File: config.mk
export PLATFORM = sky130hd
export DESIGN_NAME = cpu_trace_flat
export DESIGN_NICKNAME = d
export VERILOG_FILES = /design/src/rtl/cpu_trace_pkg.sv /design/src/rtl/cpu_trace_if.sv /design/src/rtl/cpu_trace_fifo.sv /design/src/rtl/cpu_trace.sv /design/src/flat_wrapper.sv
export SDC_FILE = /design/constraint.sdc
export NUM_CORES = 2
export LEC_CHECK = 0
export CAP_MARGIN = 5
export CORE_AREA = 8 8 419 421
export DETAILED_ROUTE_END_ITERATION = 8
export DIE_AREA = 0 0 427 429
export DONT_BUFFER_PORTS = 1
export PLACE_DENSITY = 0.51
export SYNTH_ARGS = -nofsm -noshare
export SYNTH_HDL_FRONTEND = slang
export SYNTH_SLANG_ARGS = --single-unit
File: constraint.sdc
create_clock -name clk -period 12.3 [get_ports clk]
set_clock_uncertainty 0.2 [all_clocks]
set_input_delay 1.23 -clock clk [delete_from_list [all_inputs] [get_ports clk]]
set_output_delay 1.23 -clock clk [all_outputs]
set_load 0.02 [all_outputs]
File: src/rtl/cpu_trace_pkg.sv
// Shared record layout and counter widths for the pipeline event recorder.
// A record is {stamp, kill, push, stall, pc, push_val}, MSB first.
package cpu_trace_pkg;

    localparam int STAMP_W = 16;
    localparam int DROP_W  = 8;
    localparam int PC_W    = 32;
    localparam int PV_W    = 35;
    localparam int TR_W    = 86;

    localparam int PV_LSB     = 0;
    localparam int PV_MSB     = PV_LSB + PV_W - 1;
    localparam int PC_LSB     = PV_MSB + 1;
    localparam int PC_MSB     = PC_LSB + PC_W - 1;
    localparam int FLAG_STALL = PC_MSB + 1;
    localparam int FLAG_PUSH  = FLAG_STALL + 1;
    localparam int FLAG_KILL  = FLAG_PUSH + 1;
    localparam int STAMP_LSB  = FLAG_KILL + 1;
    localparam int STAMP_MSB  = STAMP_LSB + STAMP_W - 1;

    function automatic logic [TR_W-1:0] pack_record(
        input logic [STAMP_W-1:0] stamp,
        input logic               kill,
        input logic               push,
        input logic               stall,
        input logic [PC_W-1:0]    pc,
        input logic [PV_W-1:0]    push_val
    );
        return {stamp, kill, push, stall, pc, push_val};
    endfunction

endpackage

File: src/rtl/cpu_trace_if.sv
// Reader-side port bundle of the recorder: record stream, occupancy and drop count.
interface cpu_trace_if #(parameter int DEPTH = 16) ();
    import cpu_trace_pkg::*;

    logic                     tr_valid;
    logic                     tr_ready;
    logic [TR_W-1:0]          tr_data;
    logic [$clog2(DEPTH):0]   tr_count;
    logic [DROP_W-1:0]        tr_drops;
    logic                     drops_clr;

    modport master (
        output tr_valid, tr_data, tr_count, tr_drops,
        input  tr_ready, drops_clr
    );

    modport slave (
        input  tr_valid, tr_data, tr_count, tr_drops,
        output tr_ready, drops_clr
    );

endinterface

File: src/rtl/cpu_trace_fifo.sv
// Synchronous FIFO with registered show-ahead head, registered flags and count.
// A push while full is accepted only when a pop frees the head in the same cycle.
module cpu_trace_fifo #(
    parameter int DATA_W = 86,
    parameter int DEPTH  = 16
) (
    input  logic                   clk,
    input  logic                   rst_b,
    input  logic                   push,
    input  logic [DATA_W-1:0]      din,
    output logic                   full,
    input  logic                   pop,
    output logic                   empty,
    output logic [$clog2(DEPTH):0] count,
    output logic [DATA_W-1:0]      dout
);
    localparam int AW = $clog2(DEPTH);
    localparam logic [AW:0] FULL_CNT = (AW+1)'(DEPTH);

    logic [DATA_W-1:0] mem [DEPTH];
    logic [AW:0]       wr_ptr, rd_ptr, wr_nxt, rd_nxt, cnt_nxt;
    logic              push_ok, pop_ok;
    logic [DATA_W-1:0] head_nxt;

    always_comb begin
        pop_ok   = pop && !empty;
        push_ok  = push && (!full || pop_ok);
        wr_nxt   = wr_ptr + {{AW{1'b0}}, push_ok};
        rd_nxt   = rd_ptr + {{AW{1'b0}}, pop_ok};
        cnt_nxt  = wr_nxt - rd_nxt;
        head_nxt = mem[rd_nxt[AW-1:0]];
        // the slot becoming head is being written this cycle: forward it
        if (push_ok && (wr_ptr[AW-1:0] == rd_nxt[AW-1:0]))
            head_nxt = din;
    end

    always_ff @(posedge clk) begin
        if (push_ok)
            mem[wr_ptr[AW-1:0]] <= din;
    end

    always_ff @(posedge clk or negedge rst_b) begin
        if (!rst_b) begin
            wr_ptr <= '0;
            rd_ptr <= '0;
            count  <= '0;
            empty  <= 1'b1;
            full   <= 1'b0;
            dout   <= '0;
        end else begin
            wr_ptr <= wr_nxt;
            rd_ptr <= rd_nxt;
            count  <= cnt_nxt;
            empty  <= (cnt_nxt == '0);
            full   <= (cnt_nxt == FULL_CNT);
            if (cnt_nxt != '0)
                dout <= head_nxt;
        end
    end

endmodule

File: src/rtl/cpu_trace.sv
// Pipeline event recorder: detects kill/push/stall cycles, stamps and packs a record,
// queues it for a valid/ready reader and counts records lost to a full queue.
module cpu_trace
    import cpu_trace_pkg::*;
#(
    parameter int DEPTH         = 16,
    parameter bit CAPTURE_STALL = 1'b0
) (
    input  logic         clk,
    input  logic         rst_b,
    input  logic         trace_en,
    input  logic         kill_4a,
    input  logic [31:0]  pc_4a,
    input  logic         stall_2a,
    input  logic         st__push_5a,
    input  logic [34:0]  st__to_push_5a,
    cpu_trace_if.master  tr
);
    localparam int CW = $clog2(DEPTH) + 1;

    logic [STAMP_W-1:0] stamp_cnt;
    logic [DROP_W-1:0]  drop_cnt;
    logic               vld_p0;
    logic [TR_W-1:0]    rec_p0;
    logic               fifo_full, fifo_empty, drop;
    logic [CW-1:0]      fifo_count;
    logic [TR_W-1:0]    fifo_dout;

    function automatic logic [DROP_W-1:0] sat_inc(input logic [DROP_W-1:0] v);
        return (&v) ? v : v + DROP_W'(1);
    endfunction

    // ---- p0: event detection and record packing ----
    always_comb begin
        vld_p0 = trace_en && (kill_4a || st__push_5a || (CAPTURE_STALL && stall_2a));
        rec_p0 = pack_record(stamp_cnt, kill_4a, st__push_5a, stall_2a, pc_4a,
                             st__push_5a ? st__to_push_5a : '0);
        drop   = vld_p0 && fifo_full && !(tr.tr_valid && tr.tr_ready);
    end

    always_ff @(posedge clk or negedge rst_b) begin
        if (!rst_b) begin
            stamp_cnt <= '0;
            drop_cnt  <= '0;
        end else begin
            stamp_cnt <= stamp_cnt + STAMP_W'(1);
            if (tr.drops_clr)
                drop_cnt <= drop ? DROP_W'(1) : '0;
            else if (drop)
                drop_cnt <= sat_inc(drop_cnt);
        end
    end

    // ---- p1: queued records, registered toward the reader ----
    cpu_trace_fifo #(
        .DATA_W (TR_W),
        .DEPTH  (DEPTH)
    ) u_fifo (
        .clk   (clk),
        .rst_b (rst_b),
        .push  (vld_p0),
        .din   (rec_p0),
        .full  (fifo_full),
        .pop   (tr.tr_ready),
        .empty (fifo_empty),
        .count (fifo_count),
        .dout  (fifo_dout)
    );

    assign tr.tr_valid = !fifo_empty;
    assign tr.tr_data  = fifo_dout;
    assign tr.tr_count = fifo_count;
    assign tr.tr_drops = drop_cnt;

endmodule

File: src/flat_wrapper.sv
// flat-port wrapper written by rule: the top's interface ports become plain ports
module cpu_trace_flat import cpu_trace_pkg::*;
#(
    parameter int DEPTH         = 16,
    parameter bit CAPTURE_STALL = 1'b0
)
  (clk, rst_b, trace_en, kill_4a, pc_4a, stall_2a, st__push_5a, st__to_push_5a, tr_tr_valid, tr_tr_data, tr_tr_count, tr_tr_drops, tr_tr_ready, tr_drops_clr);
  cpu_trace_if #(.DEPTH(DEPTH)) tr_i ();
  input  logic clk;
  input  logic rst_b;
  input  logic trace_en;
  input  logic kill_4a;
  input  logic [31:0] pc_4a;
  input  logic stall_2a;
  input  logic st__push_5a;
  input  logic [34:0] st__to_push_5a;
  output wire logic [$bits(tr_i.tr_valid)-1:0] tr_tr_valid;
  output wire logic [$bits(tr_i.tr_data)-1:0] tr_tr_data;
  output wire logic [$bits(tr_i.tr_count)-1:0] tr_tr_count;
  output wire logic [$bits(tr_i.tr_drops)-1:0] tr_tr_drops;
  input wire logic [$bits(tr_i.tr_ready)-1:0] tr_tr_ready;
  input wire logic [$bits(tr_i.drops_clr)-1:0] tr_drops_clr;
  assign tr_tr_valid = tr_i.tr_valid;
  assign tr_tr_data = tr_i.tr_data;
  assign tr_tr_count = tr_i.tr_count;
  assign tr_tr_drops = tr_i.tr_drops;
  assign tr_i.tr_ready = tr_tr_ready;
  assign tr_i.drops_clr = tr_drops_clr;
  cpu_trace #(.DEPTH(DEPTH), .CAPTURE_STALL(CAPTURE_STALL)) u_core (.clk(clk), .rst_b(rst_b), .trace_en(trace_en), .kill_4a(kill_4a), .pc_4a(pc_4a), .stall_2a(stall_2a), .st__push_5a(st__push_5a), .st__to_push_5a(st__to_push_5a), .tr(tr_i));
endmodule
== Yosys cells after proc, flatten, opt, wreduce, memory -nomap -nowiden ==
Memories as Yosys holds them, arrays and structs flattened. A register that Yosys moved wholly into a read port is not among the register bits.
Index checks and enable logic that the tools add are counted.

* Output and inout port bits: 100
* Register bits after elaboration: 41
* Bits in writable memories: 1,376
* Bits of input ports: 75
* Memories kept: 1

* Muxes and demuxes: 7
* Reduce and logical (&&, ||, !) cells: 16
* $add $sub $neg: 5
* Equality and inequality tests: 2

{| class="wikitable"
|+ Memories
! memory !! depth !! bits a word !! rd ports !! clocked after memory_dff !! wr ports !! RTL line !! source
|-
| u_core.u_fifo.mem || 16 || 86 || 1 || 1 || 1 || cpu_trace_fifo.sv:20 || <nowiki>logic [DATA_W-1:0] mem [DEPTH];</nowiki>
|}

{| class="wikitable"
|+ Operators by type and width
! cell !! number
|-
| $mux 35 || 1
|-
| $mux 8 || 3
|-
| $add 16x1->16 const B || 1
|-
| $add 5x1->5 || 2
|-
| $add 8x1->8 const B || 1
|-
| $reduce_and 8->1 || 1
|-
| $eq 5x5->1 const B || 1
|-
| $logic_and 1x1->1 || 5
|-
| $logic_not 5->1 || 1
|-
| $reduce_bool 5->1 || 1
|-
| $sub 5x5->5 || 1
|-
| $logic_not 1->1 || 4
|-
| $mux 1 || 3
|-
| $logic_or 1x1->1 || 2
|-
| $ne 2x2->1 const B || 1
|-
| $reduce_and 2->1 || 1
|-
| $reduce_bool 2->1 || 1
|}

== Logic depth before layout (Yosys ltp) ==
* Word-level depth: 7
* Mapped depth: 17
* Mapped depth without buffers: 13

== Cells and area by module ==
A second synthesis with hierarchy kept.

* Cell total of the unflattened synthesis: 2,812
* Area, all modules: 58,133.3 sq um

{| class="wikitable"
|+ By module, submodules not included
! module !! instances !! area an instance (sq um) !! sequential area each (sq um) !! cells each
|-
| cpu_trace_fifo || 1 || 56,739.4 || 43,898.4 || 2,667
|-
| cpu_trace || 1 || 1,393.8 || 600.6 || 145
|}

== Worst setup path after synthesis ==
OpenSTA, ideal clock, no wires.

* Kind: input port to flip-flop
* Start: in tr_tr_ready
* End: mem u_core.u_fifo.mem[0][0] (enable)
* Arrival time: 10,479 ps
* Path slack: 850 ps
* Data required time: 11,328 ps
* Path buffers: 0
* Stages: 4
* Setup time: 772 ps
* Cells stage by stage: nand2b_1 -> a21o_1 -> nor2_1 -> nor4b_1

* Longest elaborated chain between the ends: 5

{| class="wikitable"
|+ Ends and longest elaborated chain
! item !! RTL line !! source
|-
| start: declaration || flat_wrapper.sv:21 || <nowiki>input wire logic [$bits(tr_i.tr_ready)-1:0] tr_tr_ready;</nowiki>
|-
| $logic_and 1x1->1 || cpu_trace_fifo.sv:26 || <nowiki>pop_ok = pop && !empty;</nowiki>
|-
| $logic_or 1x1->1 || cpu_trace_fifo.sv:27 || <nowiki>push_ok = push && (!full || pop_ok);</nowiki>
|-
| $logic_and 1x1->1 || cpu_trace_fifo.sv:27 ||
|-
| $mux 1 || cpu_trace_fifo.sv:38 || <nowiki>if (push_ok)</nowiki>
|-
| $mux 1 (not written as such) || cpu_trace_fifo.sv:39 || <nowiki>mem[wr_ptr[AW-1:0]] <= din;</nowiki>
|-
| end: declaration || cpu_trace_fifo.sv:20 ||
|}

No other way between the ends.

== Worst setup path after layout ==
* Start: reg u_core.u_fifo.empty
* End: reg u_core.u_fifo.dout[44], read port of u_core.u_fifo.mem

* Elaborated cells between the ends (all ways): 8

{| class="wikitable"
|+ RTL lines
! item !! RTL line !! source
|-
| start: declaration || cpu_trace_fifo.sv:13 || <nowiki>output logic empty,</nowiki>
|-
| start signal: assignment || cpu_trace_fifo.sv:54 || <nowiki>empty <= (cnt_nxt == '0);</nowiki>
|-
| $logic_not 1->1 * || cpu_trace_fifo.sv:26 ||
|-
| $logic_and 1x1->1 * || cpu_trace_fifo.sv:26 ||
|-
| $add 5x1->5 * || cpu_trace_fifo.sv:29 || <nowiki>rd_nxt = rd_ptr + {{AW{1'b0}}, pop_ok};</nowiki>
|-
| named net u_core.u_fifo.rd_nxt[0] || cpu_trace_fifo.sv:21 || <nowiki>logic [AW:0] wr_ptr, rd_ptr, wr_nxt, rd_nxt, cnt_nxt;</nowiki>
|-
| $sub 5x5->5 || cpu_trace_fifo.sv:30 || <nowiki>cnt_nxt = wr_nxt - rd_nxt;</nowiki>
|-
| $reduce_bool 5->1 || cpu_trace_fifo.sv:56 || <nowiki>if (cnt_nxt != '0)</nowiki>
|-
| end: declaration || cpu_trace_fifo.sv:15 || <nowiki>output logic [DATA_W-1:0] dout</nowiki>
|}

Mark *: on every way through the listed nets, which the timed path passes. The rest lies on a longest branch.
A chain may end at the register's enable or synchronous reset.

==> impl_summary.md <==
Outcome
The run finished with clean final reports.

Clock tree
The cell at the root of the clock tree is sky130_fd_sc_hd__clkbuf_16. The number of H-tree levels is 4. The CTS tree is yes.

The number of hold buffers added after CTS was 1. The clock-pin slew reported for the worst setup and hold paths after clock tree synthesis is 60 ps. Buffers added to address setup during post-CTS repair amount to 0.

No sink is reached through more buffers than the 3 on the longest clock path. The TritonCTS sink count is 1,503. The number of buffers inserted during clock tree synthesis is 158. The number of gates resized after cts is 0.

The clock latency on the worst-skew pair is 770 ps.

Floorplanning
The initial cell density of the core is 0.349. The vertical die dimension is 429 µm. The floorplan core area is 169,000 µm². The floorplan die width is 427 µm.

The initialized floorplan defines 151 standard-cell rows. During I/O placement, the number of pins put on the boundary was 175. The die covers 183,000 µm².

Logic synthesis
The average instance area after synthesis is 22.4 µm². The sequential share of the synthesized area is 0.757. The number of enable flip-flop cells after synthesis is 1,376.

Among all flip-flop cells after synthesis, the most frequent one is sky130_fd_sc_hd__edfxtp_1. The share of synthesized flip-flops with an asynchronous set or reset is 0.0845. Yosys printed 0 warnings. The number of nets in the synthesized netlist is 2,716.

In this run, synthesis produced a sequential element count of 1,503. The netlist area before placement is 58,800 µm². The cell count after synthesis is 2,630. Synthesis instantiated 41 different standard cells from the library.

Timing
The clock period minus final worst setup slack is 5150 ps. Setup repair after global routing left no endpoint under its margin. Static timing analysis puts the maximum clock frequency at 194 MHz. Setup slack on the critical path of the routed design comes to 7150 ps. For the pin with the worst max-slew slack, the measured transition is 1180 ps.

The number of setup violations in the final report is 0. For the final routed database, the setup TNS stands at 0 ps. The number of pins exceeding their max-slew limit in the final report is 0. In the finished design, the share of the clock period the worst path needs comes to 0.419.

The worst pin sits at a relative slew slack of 0.210. The number of hold-slack violations in the final timing report came to 0.

Final layout
In the final design database the tool counted 2,786 nets. The area of combinational cells with multiple inputs is 13,500 µm². Compared with the post-synthesis result, the final layout area differs by 13.6%. The sequential cells in the finished layout cover a total of 44,500 µm².

The layout has 14,800 filler cells. In the final layout, the share of cells above drive strength 1 is 0.267. At the end of the flow the core is filled with cells to 0.396.

Routing
The count of nets left with antenna violations once routing finished came out at 0. The DRC violation total after the first TritonRoute iteration is 1,895. In the final routed layout, each cell accounts on average for 28.0 µm. The post-detailed-routing wire length is 142 mm.

The number of iterations in the first detailed-routing pass is 5. In the routed layout, each cell is associated on average with a via count of 5.12. The number of vias after detailed routing is 25,900.

The remaining design rule violation count is 0.

Global route
Entering global routing, the biggest net connects 163 pins. The first global-routing pass estimated 203 mm of wire. For this run the aggregate overflow at the end of global routing stands at 0. The via count of the first global-routing pass is 28,100. The number of antenna violations at the first check in global routing is 20. Across every metal layer, demand over resource in global routing totals 0.153.

Worst setup path
STA classifies the critical path endpoint as a flip-flop. The required time at the endpoint of the critical path is 12,750 ps. The kind of start point of the critical path is a flip-flop. The critical path class is flip-flop to flip-flop. STA puts the critical path data arrival time at 5600 ps. The biggest fanout along the worst timing path is 46.

Run
Max-cap violations in this run came to 0.

Pwr
Power spread over the standard cell area amounts to 254 nW/µm². Overall power consumption after layout is estimated at 17.0 mW. The worst vdd rail ir drop is 0.000258 V. The static leakage is 22.5 nW.

Placed design
The number of buffer cells added on primary ports is 0. The sum of net half-perimeters after detailed placement is 65.2 mm. At the end of routability-driven placement, the weighted congestion stood at 0.677. The worst slack after detailed placement is 6270 ps.

Min path
The worst hold path belongs to the class input port to async pin.
[flip-flops by register name (all words and copies together), names as in the netlist]
register,count
u_core.u_fifo.full,1
u_core.tr.tr_drops,8
u_core.u_fifo.empty,1
u_core.u_fifo.mem,1376
u_core.u_fifo.wr_ptr,5
u_core.u_fifo.dout,86
u_core.u_fifo.rd_ptr,5
u_core.u_fifo.count,5
u_core.stamp_cnt,16
[path summary, 6_finish.rpt]
| kind | from | end | slack (ps) | cells after the start |
|---|---|---|---|---|
| max | u_core.u_fifo.empty | u_core.u_fifo.dout[44] | 7150 | 10 |
| min | rst_b | u_core.u_fifo.empty | 120 | 0 |
| max reg2reg | u_core.u_fifo.empty | u_core.u_fifo.dout[44] | 7150 | 10 |
| min reg2reg | u_core.u_fifo.wr_ptr[4] | u_core.u_fifo.wr_ptr[4] | 310 | 2 |
| max in group asynchronous | rst_b | u_core.u_fifo.dout[8] | 10780 | 1 |
| min in group clk | u_core.u_fifo.wr_ptr[4] | u_core.u_fifo.wr_ptr[4] | 310 | 2 |
[where the power goes]
group / switching (mW) / total (mW) / internal [mW]
combinational: 2.85 / 5.55 / 2.70
sequential: 0.453 / 6.60 / 6.15
clock: 1.96 / 4.84 / 2.88
[cells by family (layout without fill, tap and decap cells)]
group	Yosys count	in the layout	synth area share
flip-flops	1503	1503	0.757
multiplexers	775	775	0.207
buffers and inverters	185	390	0.0168
AND/OR/NAND/NOR	114	114	0.0105
XOR/XNOR	33	33	0.00515
adder cells (fa/ha/maj)	11	11	0.00247
AO/OA/AOI/OAI	9	9	0.00111
other	0	10	0
[Yosys cell counts (3+ instances only)]
cell type / n / area share
sky130_fd_sc_hd__edfxtp_1: 1376 / 0.70
sky130_fd_sc_hd__mux4_2: 344 / 0.13
sky130_fd_sc_hd__mux2i_1: 331 / 0.056
sky130_fd_sc_hd__dfrtp_1: 126 / 0.054
sky130_fd_sc_hd__mux2_2: 100 / 0.019
sky130_fd_sc_hd__inv_1: 51 / 0.0033
sky130_fd_sc_hd__buf_2: 44 / 0.0037
sky130_fd_sc_hd__and2_1: 36 / 0.0038
sky130_fd_sc_hd__nor2_1: 25 / 0.0016
sky130_fd_sc_hd__clkbuf_1: 24 / 0.0015
sky130_fd_sc_hd__buf_1: 23 / 0.0015
sky130_fd_sc_hd__buf_6: 22 / 0.0042
sky130_fd_sc_hd__buf_4: 19 / 0.0024
sky130_fd_sc_hd__xnor2_1: 19 / 0.0028
sky130_fd_sc_hd__nand3_1: 14 / 0.0012
sky130_fd_sc_hd__xor2_1: 13 / 0.0019
sky130_fd_sc_hd__ha_1: 10 / 0.0021
sky130_fd_sc_hd__nand2_1: 8 / 0.00051
sky130_fd_sc_hd__nor4_1: 7 / 0.00074
sky130_fd_sc_hd__nand4_1: 5 / 0.00053
sky130_fd_sc_hd__nor3_1: 5 / 0.00043
sky130_fd_sc_hd__nand2b_1: 4 / 0.00043
sky130_fd_sc_hd__and3_1: 3 / 0.00032
[placed cells by master (no fill, tap or decap), types with 3 or more instances in the layout]
| cell | n |
|---|---|
| sky130_fd_sc_hd__nand2_1 | 8 |
| sky130_fd_sc_hd__bufinv_16 | 18 |
| sky130_fd_sc_hd__mux4_2 | 344 |
| sky130_fd_sc_hd__and3_1 | 3 |
| sky130_fd_sc_hd__nand2b_1 | 4 |
| sky130_fd_sc_hd__clkinvlp_4 | 4 |
| sky130_fd_sc_hd__edfxtp_1 | 1376 |
| sky130_fd_sc_hd__inv_1 | 51 |
| sky130_fd_sc_hd__clkinv_4 | 4 |
| sky130_fd_sc_hd__clkbuf_1 | 25 |
| sky130_fd_sc_hd__and2_1 | 36 |
| sky130_fd_sc_hd__xnor2_1 | 19 |
| sky130_fd_sc_hd__clkinv_1 | 24 |
| sky130_fd_sc_hd__nor4_2 | 3 |
| sky130_fd_sc_hd__nor2_1 | 16 |
| sky130_fd_sc_hd__nand4_1 | 5 |
| sky130_fd_sc_hd__dfrtp_1 | 126 |
| sky130_fd_sc_hd__nor2_4 | 9 |
| sky130_fd_sc_hd__nor4_1 | 4 |
| sky130_fd_sc_hd__buf_12 | 14 |
| sky130_fd_sc_hd__buf_4 | 27 |
| sky130_fd_sc_hd__xor2_1 | 12 |
| sky130_fd_sc_hd__ha_1 | 8 |
| sky130_fd_sc_hd__mux2i_1 | 331 |
| sky130_fd_sc_hd__inv_6 | 7 |
| sky130_fd_sc_hd__clkbuf_8 | 7 |
| sky130_fd_sc_hd__nand3_1 | 14 |
| sky130_fd_sc_hd__mux2_2 | 100 |
| sky130_fd_sc_hd__clkinv_2 | 41 |
| sky130_fd_sc_hd__diode_2 | 10 |
| sky130_fd_sc_hd__nor3_2 | 3 |
| sky130_fd_sc_hd__clkbuf_16 | 166 |
[metrics by stage]
step,instances,hold slack (ps),cell area (µm²)
global placement,4757,298,61400
CTS,5053,45.3,66800
floorplan,2630,271,58800
detailed placement,4757,296,61400
global route,5053,61.8,66800
finish,5063,119,66800
[area by class of cell]
type,instances,area share
Clock buffer,198,0.0650
Tap cell,2218,0.0415
Clock inverter,97,0.0145
Sequential cell,1503,0.666
Timing Repair Buffer,42,0.00764
Multi-Input combinational cell,942,0.202
Antenna cell,10,0.000375
Inverter,53,0.00305
[layer usage]
metal	part of all wire	GRT usage
met1	0.41	0.194
met5	0.00044	0
met2	0.52	0.269
met4	0.018	0.0329
met3	0.051	0.0336
[worst max-delay path, stage by stage, from the launching register on]
cell and delay [ps]:
sky130_fd_sc_hd__dfstp_2 520, sky130_fd_sc_hd__nand2b_1 120, sky130_fd_sc_hd__inv_1 80, sky130_fd_sc_hd__ha_4 880
sky130_fd_sc_hd__buf_4 890, sky130_fd_sc_hd__buf_4 850, sky130_fd_sc_hd__mux4_2 590, sky130_fd_sc_hd__mux2i_1 180
sky130_fd_sc_hd__mux2i_1 100, sky130_fd_sc_hd__mux2_2 290, sky130_fd_sc_hd__mux2_2 260
(Power assumes the default switching activity.)
==> patch: new RTL, same settings <==
Reset style: synchronous (`rst_b`), changed in 2 clocked blocks.
--- a/src/rtl/cpu_trace_fifo.sv
+++ b/src/rtl/cpu_trace_fifo.sv
@@ -40,5 +40,5 @@
     end
 
-    always_ff @(posedge clk or negedge rst_b) begin
+    always_ff @(posedge clk) begin
         if (!rst_b) begin
             wr_ptr <= '0;
--- a/src/rtl/cpu_trace.sv
+++ b/src/rtl/cpu_trace.sv
@@ -39,5 +39,5 @@
     end
 
-    always_ff @(posedge clk or negedge rst_b) begin
+    always_ff @(posedge clk) begin
         if (!rst_b) begin
             stamp_cnt <= '0;
Formal check against the unedited RTL: differs if rst_b is asserted again (counterexample within 4 cycles, from zero or initial values and one cycle with rst_b low); with rst_b held inactive, the same outputs for 4 cycles.
==> patch against the unedited design <==
Via count rose by 12%. Maximum frequency fell by 21%. Hold slack improved by 0.23 ns. Design area fell by 1.0%. Die area did not move. Area after synthesis fell by 1.1%. Routed wire length rose by 12%. Non-clock buffer count rose by 27. Sequential cell count did not move. Setup slack got worse by 1.4 ns. Synthesized cell count rose by 11%. Highest routed layer unchanged.
Power is not compared: it rests on default switching activity, and its combinational part moved more than twofold at a synthesized area within 25%.
==> patch: results (changes against the unedited design) <==
Run status
  – Outcome: finished, final reports clean (unchanged)

Global route
  – Initial antenna violation count: 14 (was 20)
  – First-pass GRT wire length: 227,000 µm (was 203,000 µm)
  – Largest net degree at the start of global routing: 160 (was 163)
  – GRT met2 Usage: 28.9% (was 26.9%)
  – GRT Resource Usage Total: 17.1% (was 15.3%)
  – Met1 Usage GRT: 22.0% (was 19.4%)

Clock network
  – Hold Buf Count CTS: 0 (was 1)
  – CTS Buf Count: 161 (was 158)

Finish
  – Final Instance Count excl. Fillers: 5,319 (was 5,063)
  – Seq_cells: 1,503 (unchanged)
  – Clock buffers: 239 (was 198)
  – Buffering overhead: 0.821% (was 0.764%)
  – Multi-input gates: 1,210 (was 942)
  – Seq/total area: 66.3% (was 66.6%)
  – Clk cell area share: 8.08% (was 7.95%)
  – Layout cells sized above 1: 24.4% (was 26.7%)
  – Design area: 66,100 µm² (was 66,800 µm²)

Placement
  – Detailed Place HPWL: 79,200 µm (was 65,200 µm)
  – Routability Congestion: 0.728 (was 0.677)
  – Area after DPL: 60,800 µm² (was 61,400 µm²)
  – DP Cell Count: 5,011 (was 4,757)
  – DP Worst Slack: 4.93 ns (was 6.27 ns)

Yosys
  – Synthesized Nets: 3,004 (was 2,716)
  – Synth async-reset ratio: 0% (was 8.45%)
  – Most frequent cells after synthesis: edfxtp_1 (1,376), mux4_2 (354), nand2_1 (296) (was edfxtp_1 (1,376), mux4_2 (344), mux2i_1 (331))
  – Ranking of synthesized cells by area: edfxtp_1 (71%), mux4_2 (14%), dfxtp_1 (4.4%), nand2_1 (1.9%), mux2i_1 (0.69%) (was edfxtp_1 (70%), mux4_2 (13%), mux2i_1 (5.6%), dfrtp_1 (5.4%), mux2_2 (1.9%))

STA
  – WHS: 0.352 ns (was 0.119 ns)
  – Slack of the critical path: 5.76 ns (was 7.15 ns)
  – Worst-margin pin slew: 1.15 ns (was 1.18 ns)

Worst hold path
  – Hold Path Class: in -> reg (was in -> async)

Route
  – Initial DRC count: 2,523 (was 1,895)
  – Routed len/inst: 29.9 µm (was 28.0 µm)
  – Via Count: 29,100 (was 25,900)

Critical path
  – Worst r2r dst: u_core.u_fifo.dout[42] (was u_core.u_fifo.dout[44])
  – Critical Path Start: tr_tr_ready (was u_core.u_fifo.empty)
  – FF-to-FF path depth: 13 (was 10)
  – R2R Path Start: u_core.u_fifo.empty (unchanged)
==> patch: cell count changes in the layout (fill, tap and decap cells not counted), sizes merged, moves of 39 or more <==
cell	change
mux2	-100
dfrtp	-126
a21oi	+40
dfxtp	+127
inv	-39
nand2	+288
a31oi	+85
mux2i	-291
o31ai	+48
clkbuf	+41
==> patch: cell families (layout without fill, tap and decap cells) <==
family,after synthesis,after routing,share of synthesized area [%]
flops,1503,1503,75.5
simple gates,469,469,3.68
mux,394,394,14.4
compound gates,305,305,4.13
buf+inv,205,381,1.58
xor+xnor,31,31,0.493
fa+ha+maj,11,11,0.250
other cells,0,7,0
==> patch: power by group <==
group | total, W | switching [W] | internal [W]
Clock | 0.00487 | 0.00199 | 0.00288
Sequential | 0.00609 | 0.000334 | 0.00575
Combinational | 0.00230 | 0.00134 | 0.000963
==> patch: routing by layer <==
metal	part of all wire [%]	routed length, µm
met1	41	64800
met2	50	79700
met3	6.8	10900
met4	2.4	3800
met5	0.023	37
